[src/rtl/rf_wb_arbiter.sv]
// rf_wb_arbiter: shares the register-file write port between the WB stage and a long-latency unit.
// The pipeline WB stage always wins the port. LLU results wait in a small FIFO and are written
// in slots where WB is idle. A busy scoreboard tracks registers that still have an LLU result
// outstanding, and a starvation counter asks the pipeline to stall when the FIFO head waits too long.
// Ports:
//   clk, rst_n                   clock; synchronous active-low reset
//   i_wb_valid/i_wb_rd/i_wb_data pipeline WB write request
//   i_llu_issue_valid/_rd        LLU dispatch; o_llu_issue_ready = destination not busy
//   i_llu_res_valid/_rd/_data    LLU result; o_llu_res_ready = FIFO not full
//   i_dec_rs1/rs2/rd             decode indices; o_dec_*_busy = register pending in LLU
//   o_stall_req                  registered; the FIFO head has been starved
//   o_rf_we/o_rf_wr/o_rf_wd      register file write port
module rf_wb_arbiter #(
    parameter int DEPTH      = 2,
    parameter int STARVE_MAX = 4
) (
    input  logic        clk,
    input  logic        rst_n,
    input  logic        i_wb_valid,
    input  logic [4:0]  i_wb_rd,
    input  logic [31:0] i_wb_data,
    input  logic        i_llu_issue_valid,
    input  logic [4:0]  i_llu_issue_rd,
    output logic        o_llu_issue_ready,
    input  logic        i_llu_res_valid,
    input  logic [4:0]  i_llu_res_rd,
    input  logic [31:0] i_llu_res_data,
    output logic        o_llu_res_ready,
    input  logic [4:0]  i_dec_rs1,
    input  logic [4:0]  i_dec_rs2,
    input  logic [4:0]  i_dec_rd,
    output logic        o_dec_rs1_busy,
    output logic        o_dec_rs2_busy,
    output logic        o_dec_rd_busy,
    output logic        o_stall_req,
    output logic        o_rf_we,
    output logic [4:0]  o_rf_wr,
    output logic [31:0] o_rf_wd
);
    localparam int AW = (DEPTH > 1) ? $clog2(DEPTH) : 1;
    localparam int CW = $clog2(DEPTH + 1);
    localparam int SW = $clog2(STARVE_MAX + 1);

    logic [4:0]    r_fifo_rd   [DEPTH];
    logic [31:0]   r_fifo_data [DEPTH];
    logic [AW-1:0] r_wptr;
    logic [AW-1:0] r_rptr;
    logic [CW-1:0] r_count;
    logic [SW-1:0] r_starve;
    logic [31:0]   r_busy;
    logic          r_stall;

    logic          w_empty;
    logic          w_full;
    logic [4:0]    w_head_rd;
    logic          w_wb_grant;
    logic          w_head_grant;
    logic          w_push;
    logic          w_issue;
    logic          w_starved;
    logic [31:0]   w_busy_nxt;

    assign w_empty      = r_count == '0;
    assign w_full       = r_count == CW'(DEPTH);
    assign w_head_rd    = r_fifo_rd[r_rptr];
    // Writes to x0 are not real writes, so such a WB slot is free for the FIFO head.
    assign w_wb_grant   = rst_n && i_wb_valid && (i_wb_rd != 5'd0);
    assign w_head_grant = rst_n && !w_wb_grant && !w_empty;
    assign w_starved    = r_starve == SW'(STARVE_MAX);

    assign o_rf_we = w_wb_grant || w_head_grant;
    assign o_rf_wr = w_wb_grant ? i_wb_rd : w_head_rd;
    assign o_rf_wd = w_wb_grant ? i_wb_data : r_fifo_data[r_rptr];

    // Ready depends only on occupancy, so a full FIFO refuses a result even while it pops.
    assign o_llu_res_ready   = rst_n && !w_full;
    assign w_push            = i_llu_res_valid && o_llu_res_ready && (i_llu_res_rd != 5'd0);
    assign o_llu_issue_ready = rst_n && ((i_llu_issue_rd == 5'd0) || !r_busy[i_llu_issue_rd]);
    assign w_issue           = i_llu_issue_valid && o_llu_issue_ready && (i_llu_issue_rd != 5'd0);

    // A register being set is never busy, so set and clear of one register never collide.
    assign w_busy_nxt = (r_busy & ~(32'(w_head_grant) << w_head_rd)) | (32'(w_issue) << i_llu_issue_rd);

    // Bit 0 is never set, so x0 reads as not busy without extra gating.
    assign o_dec_rs1_busy = r_busy[i_dec_rs1];
    assign o_dec_rs2_busy = r_busy[i_dec_rs2];
    assign o_dec_rd_busy  = r_busy[i_dec_rd];
    assign o_stall_req    = r_stall;

    always_ff @(posedge clk) begin
        if (!rst_n) begin
            r_busy   <= '0;
            r_wptr   <= '0;
            r_rptr   <= '0;
            r_count  <= '0;
            r_starve <= '0;
            r_stall  <= 1'b0;
        end else begin
            r_busy   <= w_busy_nxt;
            r_wptr   <= w_push ? r_wptr + 1'b1 : r_wptr;
            r_rptr   <= w_head_grant ? r_rptr + 1'b1 : r_rptr;
            r_count  <= r_count + CW'(w_push) - CW'(w_head_grant);
            r_starve <= (w_empty || w_head_grant) ? '0 : w_starved ? r_starve : r_starve + 1'b1;
            // The counter saturates until the head is granted, so this holds the stall until then.
            r_stall  <= w_starved && !w_head_grant;
        end
    end

    always_ff @(posedge clk) begin
        if (w_push) begin
            r_fifo_rd[r_wptr]   <= i_llu_res_rd;
            r_fifo_data[r_wptr] <= i_llu_res_data;
        end
    end
endmodule

[config.mk]
export PLATFORM = sky130hd
export DESIGN_NAME = rf_wb_arbiter
export DESIGN_NICKNAME = d
export VERILOG_FILES = /design/src/rtl/rf_wb_arbiter.sv
export SDC_FILE = /design/constraint.sdc
export NUM_CORES = 1
export LEC_CHECK = 0
export ABC_AREA = 1
export BUFFER_PORTS_ARGS = -buffer_cell sky130_fd_sc_hd__buf_2
export CORE_MARGIN = 2
export CORE_UTILIZATION = 61
export CTS_BUF_LIST = sky130_fd_sc_hd__clkbuf_8
export CTS_CLUSTER_DIAMETER = 50
export DETAILED_ROUTE_END_ITERATION = 8
export PLACE_DENSITY_LB_ADDON = 0.08
export SLEW_MARGIN = 20
export SYNTH_ARGS = -nofsm -noshare
export SYNTH_HDL_FRONTEND = slang
export SYNTH_SLANG_ARGS = --single-unit
export TNS_END_PERCENT = 100
[constraint.sdc]
create_clock -name clk -period 7.9 [get_ports clk]
set_input_delay 0.395 -clock clk [delete_from_list [all_inputs] [get_ports clk]]
set_output_delay 0.395 -clock clk [all_outputs]
set_load 0.01 [all_outputs]
# Word-level counts from Yosys, hierarchy flattened
# Memories as Yosys holds them, arrays and structs flattened. A register that Yosys moved wholly into a read port is not among the register bits.
# Cells that the tools add are included.
# word_totals
register_bits,40
ram_bits,74
in_bits,99
out_inout_bits,44
mem_count,2
# classes
add_sub_neg,5
order_cmp,4
n_eq_ne,2
n_shift,2
muxes,16
bitwise,4
n_reduce_logical,25
# mem_list
name,words,word_bits,rd,rd_ports_with_merged_regs,wr,line,rtl
r_fifo_data,2,32,1,1,1,45,logic [31:0] r_fifo_data [DEPTH];
r_fifo_rd,2,5,1,1,1,44,logic [4:0] r_fifo_rd [DEPTH];
# ops
cell,count
1-bit by 5-bit left shift with 32-bit output,2
32-bit AND,1
32-bit two-way mux,1
32-bit NOT,1
32-bit bitwise OR,1
"5-bit by 6-bit < comparator with 1-bit output, second input constant",4
1-bit binary-select mux with 5-bit select,4
5-bit nonzero test,3
1-bit logical AND,11
1-bit two-way mux,10
1-bit logical NOT,5
5-bit logical NOT,1
5-bit two-way mux,1
"3-bit by 1-bit adder with 3-bit output, second input constant",1
"3-bit equality test, second input constant",1
1-bit logical OR,3
"1-bit adder, second input constant",2
2-bit by 1-bit adder with 2-bit output,1
"2-bit equality test, second input constant",1
2-bit logical NOT,1
2-bit OR reduction,1
2-bit by 1-bit subtractor with 2-bit output,1
1-bit NOT,1

# Longest topological paths before layout
# Gate-level depths: netlist of run 1.
# logic_depth
word_depth,9
ltp_mapped,15
depth_no_buf,13

# Worst setup path before layout of run 1
# Ideal clock, no wire load.
# synth_path
path_type,input port to flip-flop
from,input port rst_n
to,memory r_fifo_data[1][0] (enable)
setup_ns,0.433
arrival_ns,2.653
path_slack_ns,4.814
stages,7
path_buffers,1
cell_sequence,buf_2 o21ai_0 inv_1 nand2_1 nor2_1 inv_1 nor2_1
# synth_via
elab_chain_len,5
# synth_rtl
item,line,rtl
start: declaration,18,"input logic rst_n,"
1-bit logical AND,76,assign o_llu_res_ready = rst_n && !w_full;
net o_llu_res_ready,28,"output logic o_llu_res_ready,"
1-bit logical AND (2 in a row),77,assign w_push = i_llu_res_valid && o_llu_res_ready && (i_llu_res_rd != 5'd0);
1-bit two-way mux,110,if (w_push) begin
1-bit two-way mux (not written as such),112,r_fifo_data[r_wptr] <= i_llu_res_data;
end: declaration,45,
# The timed path passes the listed nets, and every way through them passes these cells.

==> out/results.tsv, run 1 <==
stage	metric	value	unit
timing	period_needed	2850	ps
finish	fin_util	75.0	%
power_and_ir_drop	switchingPower	0.000489	W
clocking	clk_latency	430	ps
placed_design	detailed_place_hpwl	11600	um
global_routing	grt_remaining_overflow	0	
routing	wl_per_cell	16.0	um
timing	hold_violations	0	
setup_path	start_kind	flip-flop	
clocking	cts-root-buf	clkbuf_8	
clocking	holdBufCountCts	0	
timing	finalMaxSlewViolations	0	
finish	final-seq-area	3040	um^2
timing	fin_hold_ws	149	ps
synthesis	synth.ff_latch_count	115	
die	die_y	105	um
setup_path	crit_type	reg2out	
finish	syn_to_final_growth	18.6	%
synthesis	yosysUniqueCellTypes	38	
setup_path	critPathMaxStageDelay	500	ps
finish	nets	1010	
finish	final_common_cell	nand2_1	
min_path	hold_class	in2reg	
timing	finalSetupViolCount	0	
power_and_ir_drop	p_int	0.00110	W
routing	firstDrtPassIters	5	
die	dieArea	11000	um^2
setup_path	cp-end-kind	primary output	
synthesis	ys_seq_area_share	49.0	%
placed_design	dp.cells	1020	
synthesis	netlist_instances	781	
power_and_ir_drop	p_leak	2.96	nW
synthesis	synthTopCellsByArea	edfxtp_1 (36%), dfxtp_1 (13%), o21ai_0 (12%)	
finish	n_antenna_cell	0	
synthesis	yosysWarnings	0	
clocking	cts_setup_buffers	0	
timing	finalSetupTns	0	ps
global_routing	grt_pass1_vias	5711	
synthesis	synth_top_area_share	35.8	%
power_and_ir_drop	p_comb_share	20.6	%
power_and_ir_drop	seqPwrFrac	43.5	%
routing	drcViolationCount	0	
finish	final_cells	1052	
placed_design	portBuffers	142	
power_and_ir_drop	power.density	216	nW/um^2
power_and_ir_drop	switching_share	30.8	%
clocking	numClockSinks	115	
routing	ant_nets	0	
timing	tightest_slew	1060	ps
die	core_area	9820	um^2
synthesis	synth_area	6210	um^2
finish	n_fill_cell	781	
setup_path	crit_path_top_delay_cell	buf_4	
synthesis	synth_area_per_cell	7.95	um^2
synthesis	synth_fp_nets	884	
clocking	htree_levels	4	
timing	max_freq	351	MHz
setup_path	crit_top_cell	nand2_1	
global_routing	grt_pass1_wl	26900	um
global_routing	grt_usage	30.8	%
finish	final_cell_mix	nand2_1 (155), o21ai_0 (150), buf_2 (142), inv_1 (88), edfxtp_1 (74)	
clocking	cts_buffer_depth	2	
setup_path	critPathMaxFanout	73	
global_routing	grt_max_degree	74	
routing	via_per_inst	5.74	
clocking	cts_made_buffers	17	
die	io_pins	143	
die	initial_utilization	63.2	%
global_routing	antenna_found_initial	0	
status	status	finished clean	
placed_design	gp_congestion	0.985	
clocking	cts_tree	built	
finish	drive_gt1_share	21.5	%
job	maxCapViolations	0	
power_and_ir_drop	p_clk_share	35.9	%
timing	slew_headroom	28.9	%
clocking	path_clk_slew	80	ps
routing	wl	16900	um
timing	rsz0062_at_grt	false	
die	std_cell_rows	36	
setup_path	cp.arrival	2450	ps
die	die_x	105	um
synthesis	yosysTopAreaCell	edfxtp_1	
setup_path	required	7510	ps
setup_path	cp_cell_sequence	buf_4, nand2_1, o21ai_2, clkinv_1, nand2_1, o21ai_0, buf_2	
finish	multi_input_area	2640	um^2
clocking	cts_resized	0	
routing	drtIter0Drc	498	
timing	clock_skew	15.8	ps
power_and_ir_drop	irDropWorstVdd	0.233	mV
timing	period_share	36.0	%
routing	vias	6043	
## layout make-up
| cell class | instances | area share (%) |
|---|---|---|
| flip-flops and latches | 115 | 41.3 |
| multi-input cells | 534 | 35.8 |
| repair buffers | 145 | 10.1 |
| inverters | 94 | 4.83 |
| clock buffers | 17 | 3.18 |
| clock inverters | 14 | 2.43 |
| well taps | 133 | 2.26 |
## power groups by stage
stage / sequential [W] / combinational (W) / clock, W
5_1_grt: 0.000693 / 0.000362 / 0.000605
3_5_place_dp: 0.000703 / 0.000321 / 0
2_1_floorplan: 0.000699 / 0.000208 / 0
6_report: 0.000691 / 0.000326 / 0.000570
4_1_cts: 0.000690 / 0.000323 / 0.000575
3_3_place_gp: 0.000701 / 0.000312 / 0
## kinds of logic after synthesis
group	synth area share, %
AO/OA/AOI/OAI	21.7
XOR/XNOR	0.423
adder cells (fa/ha/maj)	0.806
buffers and inverters	8.77
flip-flops	49.0
multiplexers	0.181
AND/OR/NAND/NOR	19.1
## synth_stat cells (all sizes together)
cell type    n
a211oi       5
clkbuf      24
clkinv       4
nand3       54
o211ai       5
dfxtp       41
inv         90
xor2         2
a32oi        3
o21ai      158
buf         14
ha           4
a21boi       1
a31oi        4
nand4        2
nand2      157
nor2        53
xnor2        1
nor3b        1
o221ai       5
edfxtp      74
mux2         1
a21oi       72
o22ai        2
nor3         4
## through the flow
stage	total power [W]	cell area, um^2	worst slack, ps
2_1_floorplan	0.000907	6210	4810
3_3_place_gp	0.00101	6930	5140
3_5_place_dp	0.00102	6930	4980
4_1_cts	0.00159	7340	5080
5_1_grt	0.00166	7360	4910
6_report	0.00159	7360	5050
## state kept, by name, indices dropped and copies added, names as in the netlist, named ones only
signal and cells:
r_starve 3, r_fifo_rd 10, r_count 2, r_busy 32
r_wptr 1, r_fifo_data 64, o_stall_req 1, r_rptr 1
## path summary, 6_finish.rpt
kind                            depth (start not counted)                 from  slack, ps                           end
worst max-delay path                                    7            flip-flop       5050                    o_rf_wr[3]
worst min-delay path                                    1   i_llu_res_data[23]        150  r_fifo_data[0][23]$_DFFE_PP_
worst max register to register                          5            flip-flop       5390          r_busy[9]$_SDFF_PN0_
worst min register to register                          1  r_rptr$_SDFFE_PN0P_        470                     flip-flop
## critical path: cells and delay by family, from the launching register on
family / cells / cell delay (ps)
buffers and inverters: 3 / 1040
flip-flops: 1 / 320
AND/OR/NAND/NOR: 2 / 310
AO/OA/AOI/OAI: 2 / 320
## metal layers
layer,part of all wire [%],vias to the layer above,global-route usage (%)
met2,48,329,50.5
met4,4.9,0,16.6
met5,0,-,0
met1,38,2724,38.0
met3,9.2,74,6.99
li1,-,2916,-
Power figures use the tool's default switching activity.
==> run 2, diff against run 1 <==
ABC_AREA = 0   (was 1)
CORE_UTILIZATION = 56   (was 61)
clock period = 2.95 ns   (was 7.9 ns; I/O delays follow)
==> run 2 against run 1 <==
  * Clock-buffer cell count did not move
  * Global-route usage fell by 3.6 points
  * Cell count fell by 21%
  * Power rose to 2.7 times the previous value
  * Sequential share of layout area fell by 1.6 points
  * Wire length fell by 8.8%
  * Clock power rose by 140%
  * Non-clock buffer count rose by 44
  * Die area rose by 7.0%
  * First-iteration DRC count fell by 14%
  * Area after synthesis fell by 1.5%
  * Highest routed layer unchanged
==> out/results.tsv, run 2 <==
stage	metric	value	unit
setup_path	critPathMaxFanout	16	
die	io_pins	143	
die	std_cell_rows	38	
routing	via_per_inst	6.06	
min_path	hold_class	in2reg	
setup_path	critical_path_buf_inv_count	1	
synthesis	synthTopCellsByArea	edfxtp_1 (36%), dfxtp_1 (13%), mux4_2 (13%)	
finish	syn_to_final_growth	25.4	%
die	dieArea	11800	um^2
power_and_ir_drop	switchingPower	0.00136	W
synthesis	synth_async_sr_flop_share	0	%
timing	period_share	94.0	%
global_routing	antenna_found_initial	0	
routing	firstDrtPassIters	5	
global_routing	grt_pass1_vias	4891	
clocking	htree_levels	4	
finish	drive_gt1_share	33.9	%
job	maxCapViolations	0	
synthesis	ys_seq_area_share	49.8	%
routing	drtIter0Drc	430	
synthesis	netlist_instances	507	
placed_design	gp_congestion	0.914	
synthesis	synth_edf_count	74	
setup_path	cpLargestDelayFamily	compound AO/OA/AOI/OAI gates	
synthesis	synth_top_area_share	36.3	%
power_and_ir_drop	power.density	565	nW/um^2
global_routing	grt_max_degree	66	
setup_path	critPathMaxStageDelay	470	ps
routing	vias	5019	
synthesis	synth_area	6110	um^2
finish	largest_reg_flops	64	
timing	max_freq	361	MHz
synthesis	synth_most_common_cell	edfxtp_1	
synthesis	yosysUniqueCellTypes	55	
routing	ant_nets	0	
timing	period_needed	2770	ps
clocking	cts_resized	0	
global_routing	grt_usage	27.2	%
timing	finalMaxSlewViolations	0	
clocking	cts_buffer_depth	2	
synthesis	yosysTopAreaCell	edfxtp_1	
placed_design	detailedPlace.worstSlack	522	ps
power_and_ir_drop	irDropWorstVdd	0.585	mV
global_routing	grt_pass1_wl	24100	um
status	status	finished clean	
synthesis	synth.ff_latch_count	115	
timing	rsz0062_at_grt	false	
timing	tightest_slew	694	ps
setup_path	cp.arrival	2620	ps
clocking	numClockSinks	115	
timing	hold_violations	0	
synthesis	synth_area_per_cell	12.1	um^2
placed_design	portBuffers	142	
timing	fin_ws	178	ps
die	core_area	10700	um^2
routing	wl	15400	um
synthesis	ys.flop_type	edfxtp_1	
power_and_ir_drop	switching_share	31.5	%
synthesis	synthTopCellsByCount	edfxtp_1 (74), nand2_1 (63), dfxtp_1 (41)	
global_routing	grt_remaining_overflow	0	
power_and_ir_drop	p_comb_share	23.9	%
clocking	cts_tree	built	
finish	final_common_cell	buf_2	
clocking	cts_made_buffers	17	
setup_path	start_kind	flip-flop	
setup_path	crit_path_top_delay_cell	mux4_2	
clocking	cts-root-buf	clkbuf_8	
finish	final_cell_mix	buf_2 (142), edfxtp_1 (74), nand2_1 (63), dfxtp_1 (40), mux2i_1 (39)	
die	initial_utilization	56.9	%
routing	wl_per_cell	18.6	um
setup_path	cp-end-kind	primary output	
timing	clock_skew	15.9	ps
power_and_ir_drop	p_int	0.00297	W
finish	n_antenna_cell	0	
finish	largest_registers	r_fifo_data x64, r_busy x32, r_fifo_rd x10	
die	die_y	108	um
setup_path	required	2800	ps
clocking	path_clk_slew	80	ps
timing	finalSetupViolCount	0	
power_and_ir_drop	seqPwrFrac	44.0	%
finish	largest_register	r_fifo_data	
setup_path	crit_type	reg2out	
clocking	clk_latency	430	ps
power_and_ir_drop	p_leak	2.93	nW
setup_path	cp_cell_sequence	mux4_2, a22o_1, nor3_1, a31o_2, o21a_1, buf_2	
routing	drcViolationCount	0	
timing	finalSetupTns	0	ps
placed_design	detailed_place_hpwl	10700	um
synthesis	synth_fp_nets	610	
synthesis	yosysWarnings	0	
die	die_x	108	um
power_and_ir_drop	p_clk_share	32.1	%
timing	slew_headroom	53.3	%
finish	nets	778	
[run 2: cell types whose count changed in the layout (fill, tap and decap cells not counted), moves of 8 or more]
cell	change
a21oi_1	-55
mux4_2	+36
nand2_1	-92
inv_1	-80
nand3_1	-42
o41ai_1	+13
nor2_1	-25
a41o_1	+13
dlygate4sd3_1	+37
buf_4	+8
o211ai_1	+12
mux2i_1	+39
o21ai_0	-116
[run 2: cells by family (layout without fill, tap and decap cells)]
family / after synthesis / in the layout / share of synthesized area (%)
mux: 78 / 78 / 20.2
fa+ha+maj: 4 / 4 / 0.819
xor+xnor: 5 / 5 / 0.716
buf+inv: 48 / 229 / 3.27
compound gates: 124 / 124 / 14.8
flops: 115 / 115 / 49.8
simple gates: 133 / 133 / 10.4
[run 2: through the flow]
stage | hold WS (ps) | total power, W | util [%] | std cells | instance area (um^2)
after floorplan | 246 | 0.00258 | - | 507 | 6120
after global placement | 335 | 0.00291 | 64.4 | 759 | 6920
after detailed placement | 340 | 0.00293 | 64.4 | 759 | 6920
after CTS | 30.1 | 0.00436 | 71.3 | 828 | 7670
after global routing | 37.0 | 0.00454 | 71.3 | 828 | 7670
final | 54.9 | 0.00433 | 71.3 | 828 | 7670
[run 2: worst paths after layout]
path	startpoint	end	slack, ps	cells after the start
worst max-delay path	r_busy[22]$_SDFF_PN0_	o_llu_issue_ready	180	6
worst max register to register	r_busy[22]$_SDFF_PN0_	r_busy[22]$_SDFF_PN0_	750	5
worst min-delay path	rst_n	r_count[0]$_SDFF_PN0_	50	2
worst min register to register	r_starve[1]$_SDFFE_PP0P_	r_starve[1]$_SDFFE_PP0P_	520	2
[run 2: worst register-to-register path: cells and delay by family, from the launching register on]
| kind | cells | cell delay [ps] |
|---|---|---|
| AOI/OAI and AO/OA | 3 | 880 |
| muxes | 1 | 470 |
| and+or+nand+nor | 1 | 350 |
| DFF | 1 | 380 |
[run 2: metal layers]
metal	vias up	routed length, um	global-route usage (%)
li1	2337	-	-
met1	2374	6000	34.1
met2	258	7710	44.7
met3	50	1050	6.57
met4	0	629	12.6
met5	-	0	0
[run 2: what timing repair did]
| action | CTS | global route |
|---|---|---|
| endpoints found under the hold margin | 74 | 0 |
| setup buffers | 0 | 0 |
| hold buffers | 37 | 0 |
[run 2: cell type report]
class | instances | area (um^2)
clock buffer | 17 | 234
clock inverter | 15 | 146
fill | 777 | 3080
inverter | 8 | 30.0
multi-input combinational | 344 | 2880
sequential | 115 | 3040
tap | 140 | 175
timing repair buffer | 189 | 1160
[run 2: power by group through the flow]
stage	Clock (W)	Sequential [W]	Combinational, W
floorplan	0	0.00192	0.000669
global placement	0	0.00193	0.000978
detailed placement	0	0.00194	0.000992
CTS	0.00142	0.00190	0.00103
global route	0.00149	0.00192	0.00114
finish	0.00139	0.00191	0.00104
